--- src/rtl/kuznechik_arbiter.sv ---
// Round-robin arbiter and sequencer that shares one kuznechik_cipher core
// among N_REQ requesters and returns tagged ciphertext on one response port.
module kuznechik_arbiter #(
    parameter int unsigned N_REQ   = 4,
    parameter int unsigned TIMEOUT = 255
) (
    input  logic                       clk_i,
    input  logic                       rst_i,
    input  logic [N_REQ-1:0]           req_valid_i,
    output logic [N_REQ-1:0]           req_ready_o,
    input  logic [128*N_REQ-1:0]       req_data_i,
    output logic                       resp_valid_o,
    input  logic                       resp_ready_i,
    output logic [127:0]               resp_data_o,
    output logic [$clog2(N_REQ)-1:0]   resp_id_o,
    output logic                       err_o,
    output logic                       core_req_o,
    output logic                       core_ack_o,
    output logic [127:0]               core_data_o,
    input  logic                       core_busy_i,
    input  logic                       core_valid_i,
    input  logic [127:0]               core_data_i
);

    localparam int unsigned BW = 128;
    localparam int unsigned IW = $clog2(N_REQ);
    localparam int unsigned TW = ($clog2(TIMEOUT + 1) > 8) ? $clog2(TIMEOUT + 1) : 8;

    typedef enum logic [2:0] {
        IDLE, GRANT, START, WAIT_BUSY, RUN, RELEASE, CAPTURE, RESP
    } state_t;

    state_t           state_q, state_d;
    logic [IW-1:0]    rr_q;
    logic [IW-1:0]    win_q;
    logic [IW-1:0]    win_c;
    logic             any_c;
    logic [TW-1:0]    timer_q;
    logic             waiting_c;
    logic             timeout_c;
    logic [N_REQ-1:0] ready_d;
    logic             core_req_d;
    logic             resp_valid_d;

    assign core_ack_o = 1'b0;

    // Round-robin scan starting at the rr pointer; first valid requester wins.
    always_comb begin
        win_c = '0;
        any_c = 1'b0;
        for (int unsigned i = 0; i < N_REQ; i++) begin
            if (!any_c && req_valid_i[IW'((32'(rr_q) + i) % N_REQ)]) begin
                any_c = 1'b1;
                win_c = IW'((32'(rr_q) + i) % N_REQ);
            end
        end
    end

    assign waiting_c = (state_q == WAIT_BUSY) || (state_q == RUN) || (state_q == CAPTURE);
    assign timeout_c = waiting_c && (timer_q == TW'(TIMEOUT));

    always_ff @(posedge clk_i or posedge rst_i) begin
        if (rst_i) state_q <= IDLE;
        else       state_q <= state_d;
    end

    // Progress on the core handshake wins over a timeout hit in the same cycle.
    always_comb begin
        state_d = state_q;
        case (state_q)
            IDLE:      if (any_c) state_d = GRANT;
            GRANT:     state_d = START;
            START:     state_d = WAIT_BUSY;
            WAIT_BUSY: if (core_busy_i)       state_d = RUN;
                       else if (timeout_c)    state_d = IDLE;
            RUN:       if (!core_busy_i)      state_d = RELEASE;
                       else if (timeout_c)    state_d = IDLE;
            RELEASE:   state_d = CAPTURE;
            CAPTURE:   if (core_valid_i)      state_d = RESP;
                       else if (timeout_c)    state_d = IDLE;
            RESP:      if (resp_ready_i)      state_d = IDLE;
            default:   state_d = IDLE;
        endcase
    end

    // Output decode from the next state so the registered outputs line up with it.
    always_comb begin
        ready_d      = '0;
        core_req_d   = 1'b0;
        resp_valid_d = 1'b0;
        if (state_d == GRANT) ready_d[win_c] = 1'b1;
        if ((state_d == START) || (state_d == RELEASE)) core_req_d = 1'b1;
        if (state_d == RESP) resp_valid_d = 1'b1;
    end

    always_ff @(posedge clk_i or posedge rst_i) begin
        if (rst_i) begin
            req_ready_o  <= '0;
            core_req_o   <= 1'b0;
            resp_valid_o <= 1'b0;
            resp_data_o  <= '0;
            resp_id_o    <= '0;
            core_data_o  <= '0;
            err_o        <= 1'b0;
            rr_q         <= '0;
            win_q        <= '0;
            timer_q      <= '0;
        end else begin
            req_ready_o  <= ready_d;
            core_req_o   <= core_req_d;
            resp_valid_o <= resp_valid_d;
            if ((state_q == IDLE) && any_c) win_q <= win_c;
            if (state_q == GRANT) begin
                core_data_o <= req_data_i[{win_q, 7'd0} +: BW];
                rr_q        <= (win_q == IW'(N_REQ - 1)) ? '0 : win_q + IW'(1);
            end
            if ((state_q == CAPTURE) && core_valid_i) begin
                resp_data_o <= core_data_i;
                resp_id_o   <= win_q;
            end
            if (timeout_c) err_o <= 1'b1;
            // Timer restarts on every state change and saturates at TIMEOUT.
            if (state_d != state_q)
                timer_q <= '0;
            else if (waiting_c && (timer_q != TW'(TIMEOUT)))
                timer_q <= timer_q + TW'(1);
        end
    end

endmodule

--- config.mk ---
export PLATFORM = sky130hd
export DESIGN_NAME = kuznechik_arbiter
export DESIGN_NICKNAME = d
export VERILOG_FILES = /design/src/rtl/kuznechik_arbiter.sv
export SDC_FILE = /design/constraint.sdc
export NUM_CORES = 1
export LEC_CHECK = 0
export BUFFER_PORTS_ARGS = -buffer_cell sky130_fd_sc_hd__buf_2
export CORE_AREA = 2 2 353 355
export DETAILED_ROUTE_END_ITERATION = 8
export DIE_AREA = 0 0 355 357
export SLEW_MARGIN = 25
export SYNTH_ARGS = -nofsm -noshare
export SYNTH_HDL_FRONTEND = slang
export SYNTH_SLANG_ARGS = --single-unit
--- constraint.sdc ---
create_clock -name clk_i -period 8.2 [get_ports clk_i]
set_clock_uncertainty 0.15 [all_clocks]
set_input_delay 0.41 -clock clk_i [delete_from_list [all_inputs] [get_ports clk_i]]
set_output_delay 0.41 -clock clk_i [all_outputs]
set_load 0.02 [all_outputs]
==> results.py, run 1 <==
metrics = {
    "status": {
        "status": "finished clean",
    },
    "global_routing": {
        "grt_pass1_wl_um": 113000,
        "grt_max_degree": 122,
        "track_usage": 0.131,
        "grt_pass1_vias": 13400,
        "antenna_found_initial": 78,
        "overflow": 0,
    },
    "finish": {
        "drive_gt1_frac": 0.731,
        "fillers": 13500,
        "area_delta_synth_final_pct": 65.6,
        "fin_area_um2": 23000,
        "utilization": 0.187,
        "fin_nets": 2526,
        "stdcell_count": 3556,
    },
    "synthesis": {
        "avgSynthCellArea_um2": 16.5,
        "yosysUniqueCellTypes": 49,
        "synth-seq-cells": 280,
        "synth_edf_count": 0,
        "postSynthCellCount": 842,
        "syn_nets": 1493,
        "postSynth.asyncResetShare": 1.00,
        "synth_ff_type": "dfrtp_1",
        "yosysWarnings": 0,
        "syn_area_um2": 13900,
        "synth-seq-area-share": 0.504,
    },
    "power": {
        "p_leak_nw": 10.4,
        "vdd_ir_drop_max_mv": 0.273,
        "cellPowerDensity_nw_per_um2": 366,
    },
    "critical_path": {
        "rrSetupSlack_ps": 5000,
        "r2r_cells": 4,
        "regToRegEndpoint": "core_data_o[54]$_DFFE_PP0P_",
        "critPathMostFrequentCell": "buf_4",
        "path_class": "reg -> reg",
        "critPathLaunchType": "register",
        "critPathSlowestCell": "buf_4",
        "worstReg2RegStart": "win_q[1]$_DFFE_PP0P_",
        "cp-end-kind": "register",
        "cp.required_ps": 8510,
        "cp_data_arrival_time_ps": 3510,
        "crit_chain": "buf_4, buf_4, mux4_2, mux2_2",
        "crit_path_max_fanout": 62,
        "slowest_delay_ps": 810,
    },
    "clock_tree": {
        "clk_path_buf_depth": 3,
        "ctsRootBufferMaster": "clkbuf_16",
        "tritoncts": "done",
        "cts.repair.resized": 0,
        "cts_setup_buffers": 0,
        "insertion_delay_ps": 580,
        "cts_sinks": 280,
        "cts_hold_buf": 131,
        "clk_pin_slew_worst_paths_ps": 60,
        "numCtsBuffers": 39,
        "htree_levels": 2,
    },
    "sta": {
        "setup-violations-final": 0,
        "post-route-period-util": 0.391,
        "final_hold_viol_count": 0,
        "fin_crit_ps": 3200,
        "max_slew.worst_pin.slew_ps": 982,
        "holdWs_ps": 88.8,
        "fmax_mhz": 312,
        "fin_setup_tns_ps": 0,
        "maxSlewViolCount": 0,
        "rsz0062_at_grt": "no",
        "timing.slew.headroom": 0.345,
    },
    "route": {
        "first_pass_iters": 5,
        "drt_wl_total_um": 86000,
        "drc": 0,
        "vias": 12800,
        "post_drt_wl_per_cell_um": 24.2,
        "via_per_inst": 3.59,
        "dr.first_iter.drc_count": 814,
        "ant_nets": 0,
    },
    "hold_path": {
        "hp-class": "in -> reg",
        "hold_depth": 3,
        "hold_start": "req_valid_i[3]",
        "hold_end": "req_ready_o[1]$_DFF_PP0_",
    },
    "floorplanning": {
        "dieArea_um2": 127000,
        "num_rows": 129,
        "ios": 915,
        "start_util": 0.113,
        "die_h_um": 357,
        "die_width_um": 355,
        "core_um2": 123000,
    },
    "placement": {
        "io_buffers": 913,
        "dp_hpwl_um": 71000,
        "dpl_cell_area_um2": 20300,
        "placedCellCount": 3339,
        "finalWeightedCongestion": 0.997,
    },
    "flow_run": {
        "max_cap_viol_count": 0,
    },
}
## Yosys cell counts, types with 2 or more instances
cell,instances,area share
dfrtp_1,280,0.50
mux2_2,258,0.21
mux4_2,128,0.21
buf_2,26,0.0094
nand2_1,14,0.0038
buf_6,13,0.011
nor2_1,11,0.0030
buf_4,9,0.0049
a21oi_1,8,0.0029
inv_1,8,0.0022
o21ai_0,8,0.0029
buf_1,7,0.0019
clkbuf_1,6,0.0016
nand4_1,6,0.0027
xor2_1,5,0.0031
nand2b_1,4,0.0018
nand3_1,4,0.0014
and2_1,3,0.0014
nand3b_1,3,0.0016
a221oi_1,2,0.0013
a22o_1,2,0.0013
a31oi_1,2,0.00090
ha_1,2,0.0018
nor2b_1,2,0.00090
nor3_1,2,0.00072
o21a_1,2,0.0011
o21ai_1,2,0.00072
o22a_1,2,0.0013
o22ai_1,2,0.00090
or3_1,2,0.00090
## final cells by class
type,count,area (um2),share of cell area
clock buffers,53,1170,0.0508
multi-input cells,491,6470,0.281
inverters,9,37.5,0.00163
diodes,14,35.0,0.00152
well taps,1637,2050,0.0890
repair buffers,1054,6020,0.262
clock inverters,18,228,0.00989
flip-flops and latches,280,7010,0.305
## metal layers
metal,track usage,share of wire
met1,0.151,0.38
met2,0.208,0.46
met3,0.0662,0.12
met4,0.0467,0.037
met5,0,0.0018
## registers in the layout, indices dropped and copies added, names as in the netlist
register / cells
err_o: 1
resp_id_o: 2
state_q: 3
win_q: 2
req_ready_o: 4
resp_data_o: 128
core_data_o: 128
timer_q: 8
core_req_o: 1
resp_valid_o: 1
rr_q: 2
## worst max path at each step
| stage | startpoint | endpoint | slack, ps | cells past startpoint |
|---|---|---|---|---|
| after detailed placement | state_q[2]$_DFF_PP0_ | resp_data_o[68]$_DFFE_PP0P_ | 4970 | 4 |
| after CTS | state_q[2]$_DFF_PP0_ | resp_data_o[77]$_DFFE_PP0P_ | 4960 | 4 |
| after global routing | win_q[1]$_DFFE_PP0P_ | core_data_o[34]$_DFFE_PP0P_ | 4890 | 4 |
| final | win_q[1]$_DFFE_PP0P_ | core_data_o[54]$_DFFE_PP0P_ | 5000 | 4 |
| after global placement | state_q[2]$_DFF_PP0_ | resp_data_o[50]$_DFFE_PP0P_ | 4970 | 4 |
| after floorplan | rst_i | core_data_o[0]$_DFFE_PP0P_ | 3930 | 1 |
## placed cells by master (no fill, tap or decap), types with 5 or more instances in the layout
| cell | count |
|---|---|
| buf_12 | 5 |
| clkbuf_8 | 12 |
| nand4_1 | 6 |
| xor2_1 | 5 |
| mux2_2 | 258 |
| nand2_1 | 13 |
| buf_2 | 913 |
| clkinv_2 | 5 |
| nor2_1 | 11 |
| o21ai_0 | 8 |
| inv_1 | 7 |
| dfrtp_1 | 278 |
| diode_2 | 14 |
| mux4_2 | 128 |
| clkbuf_16 | 40 |
| dlygate4sd3_1 | 131 |
| a21oi_1 | 8 |
## cells by family (layout without fill, tap and decap cells)
group	count (synthesis)	after routing	synth area share
flip-flops	280	280	0.504
adder cells (fa/ha/maj)	2	2	0.00180
XOR/XNOR	5	5	0.00315
multiplexers	387	387	0.417
AND/OR/NAND/NOR	60	60	0.0245
buffers and inverters	71	1134	0.0312
other	1	15	0.000270
AO/OA/AOI/OAI	36	36	0.0181
## power breakdown
group | internal (W) | switching, W | leakage (nW)
Combinational | 0.00184 | 0.00216 | 6.37
Clock | 0.00113 | 0.000746 | 0.685
Sequential | 0.00207 | 0.000484 | 3.38
Total | 0.00503 | 0.00339 | 10.4
## worst max-delay path: cells and delay by family, from the launching register on
family	cells	cell delay (ps)
flip-flops	1	620
multiplexers	2	680
buffers and inverters	2	1480
## stage by stage
step	power, W	worst slack [ps]
after floorplan	0.00509	3930
after global placement	0.00649	4970
after detailed placement	0.00653	4970
after CTS	0.00854	4960
after global routing	0.00889	4890
final	0.00843	5000
Power figures use the tool's default switching activity.
==> inputs of run 2 (changes only) <==
clock period = 2.8 ns   (was 8.2 ns; I/O delays follow)
==> results.py, run 2 (same netlist as run 1, synthesis figures left out) <==
metrics = {
    "finish": {
        "top_regs": "core_data_o (128), resp_data_o (128), timer_q (8)",
        "final_cell_mix": "buf_2 (913), dlygate4sd3_1 (397), dfrtp_1 (278), mux2_2 (258), mux4_2 (128)",
        "fin_nets": 2836,
        "fin_area_um2": 26100,
        "fillers": 13200,
        "drive_gt1_frac": 0.645,
        "stdcell_count": 3877,
        "seq_area_um2": 7010,
        "multi_input_area_um2": 6470,
        "utilization": 0.212,
        "area_delta_synth_final_pct": 87.8,
        "final_common_cell": "buf_2",
    },
    "global_routing": {
        "antenna_found_initial": 94,
        "track_usage": 0.133,
        "grt_pass1_vias": 14900,
        "grt_pass1_wl_um": 117000,
        "grt_max_degree": 81,
        "overflow": 0,
    },
    "critical_path": {
        "critPathSlowestCell": "dfrtp_4",
        "critPathTopFamily": "buffers and inverters",
        "crit_path_max_fanout": 38,
        "cp-end-kind": "register",
        "path_buf_inv": 2,
        "slowest_delay_ps": 810,
        "critPathLaunchType": "register",
        "crit_chain": "buf_12, mux4_2, dlygate4sd3_1, mux2_2",
        "cp.required_ps": 3110,
        "path_class": "reg -> reg",
        "cp_data_arrival_time_ps": 3000,
    },
    "power": {
        "p_int_w": 0.0162,
        "cellPowerDensity_nw_per_um2": 1010,
        "vdd_ir_drop_max_mv": 0.628,
        "clkPwrFrac": 0.202,
        "combinationalPowerShare": 0.515,
        "p_sw_w": 0.0102,
        "power_frac_seq": 0.284,
        "p_leak_nw": 11.8,
        "swShare": 0.388,
    },
    "placement": {
        "placedCellCount": 3382,
        "dpl_cell_area_um2": 20700,
        "dp_hpwl_um": 72400,
        "post-place-ws_ps": 558,
        "finalWeightedCongestion": 0.989,
        "io_buffers": 913,
    },
    "floorplanning": {
        "die_h_um": 357,
        "ios": 915,
        "die_width_um": 355,
        "start_util": 0.113,
        "dieArea_um2": 127000,
        "core_um2": 123000,
        "num_rows": 129,
    },
    "hold_path": {
        "hp-class": "in -> reg",
    },
    "sta": {
        "timing.slew.headroom": 0.547,
        "max_slew.worst_pin.slew_ps": 679,
        "final_hold_viol_count": 0,
        "post-route-period-util": 0.961,
        "maxSlewViolCount": 0,
        "rsz0062_at_grt": "no",
        "setup-violations-final": 0,
        "fin_crit_ps": 2690,
        "holdWs_ps": 81.1,
        "fmax_mhz": 372,
        "finalWorstSetupSlack_ps": 110,
    },
    "clock_tree": {
        "insertion_delay_ps": 570,
        "htree_levels": 2,
        "cts_sinks": 280,
        "numCtsBuffers": 38,
        "tritoncts": "done",
        "ctsRootBufferMaster": "clkbuf_16",
        "clk_path_buf_depth": 3,
        "clk_pin_slew_worst_paths_ps": 60,
    },
    "route": {
        "vias": 14200,
        "ant_nets": 0,
        "drt_wl_total_um": 87900,
        "post_drt_wl_per_cell_um": 22.7,
        "first_pass_iters": 5,
        "drc": 0,
        "via_per_inst": 3.67,
        "dr.first_iter.drc_count": 903,
    },
    "flow_run": {
        "max_cap_viol_count": 0,
    },
    "status": {
        "status": "finished clean",
    },
}
-- run 2: changes by cell type in the layout (fill, tap and decap cells not counted), moves of 2 or more --
| cell | previous run | this run |
|---|---|---|
| clkbuf_8 | 12 | 6 |
| clkbuf_16 | 40 | 38 |
| buf_12 | 5 | 15 |
| bufinv_16 | 4 | 6 |
| clkinvlp_4 | 4 | 2 |
| clkbuf_1 | 1 | 7 |
| buf_4 | 4 | 40 |
| dlygate4sd3_1 | 131 | 397 |
| clkinv_4 | 3 | 0 |
| diode_2 | 14 | 27 |
| inv_6 | 2 | 5 |
-- run 2: routing by layer --
metal,up-vias,GRT usage,share of wire
li1,5982,-,-
met4,30,0.0620,0.043
met5,-,0,0.0020
met2,857,0.208,0.46
met1,7161,0.153,0.38
met3,194,0.0641,0.12
-- run 2: worst paths after layout --
kind	from	end	slack, ps	cells after the start
hold reg to reg	err_o$_DFFE_PP0P_	err_o$_DFFE_PP0P_	310	1
setup reg to reg	win_q[1]$_DFFE_PP0P_	core_data_o[49]$_DFFE_PP0P_	110	4
max in group asynchronous	rst_i	core_data_o[28]$_DFFE_PP0P_	1100	5
setup / recovery	win_q[1]$_DFFE_PP0P_	core_data_o[49]$_DFFE_PP0P_	110	4
hold / removal	req_valid_i[0]	req_ready_o[3]$_DFF_PP0_	80	5
min in group asynchronous	rst_i	resp_data_o[81]$_DFFE_PP0P_	560	4
-- run 2: area by class of cell --
cell class | count | share of cell area
repair buffers | 1365 | 0.350
flip-flops and latches | 280 | 0.269
multi-input cells | 491 | 0.248
well taps | 1637 | 0.0784
clock buffers | 51 | 0.0406
clock inverters | 17 | 0.0103
diodes | 27 | 0.00259
inverters | 9 | 0.00144
-- run 2: power by group through the flow --
| stage | logic, W | clock network, W | registers, W |
|---|---|---|---|
| global placement | 0.0119 | 0 | 0.00747 |
| detailed placement | 0.0120 | 0 | 0.00749 |
| finish | 0.0136 | 0.00533 | 0.00749 |
| CTS | 0.0136 | 0.00551 | 0.00747 |
| floorplan | 0.00549 | 0 | 0.00940 |
| global route | 0.0144 | 0.00567 | 0.00770 |
-- run 2: repair_timing --
item	CTS	global route
hold endpoints to repair	484	0
hold buffers	397	0
gates resized for setup	0	0
endpoints found under the setup margin	0	51
buffers inserted	0	3
-- run 2: worst reg2reg max path, cell delays in order (launching register included) --
cell and delay (ps):
dfrtp_4 810, buf_12 410, mux4_2 370, dlygate4sd3_1 580, mux2_2 260
-- run 2: stage by stage --
stage                     power, W  setup TNS, ps
after detailed placement    0.0195              0
after CTS                   0.0266              0
after global placement      0.0194              0
after floorplan             0.0149        -335250
final                       0.0264              0
after global routing        0.0277              0
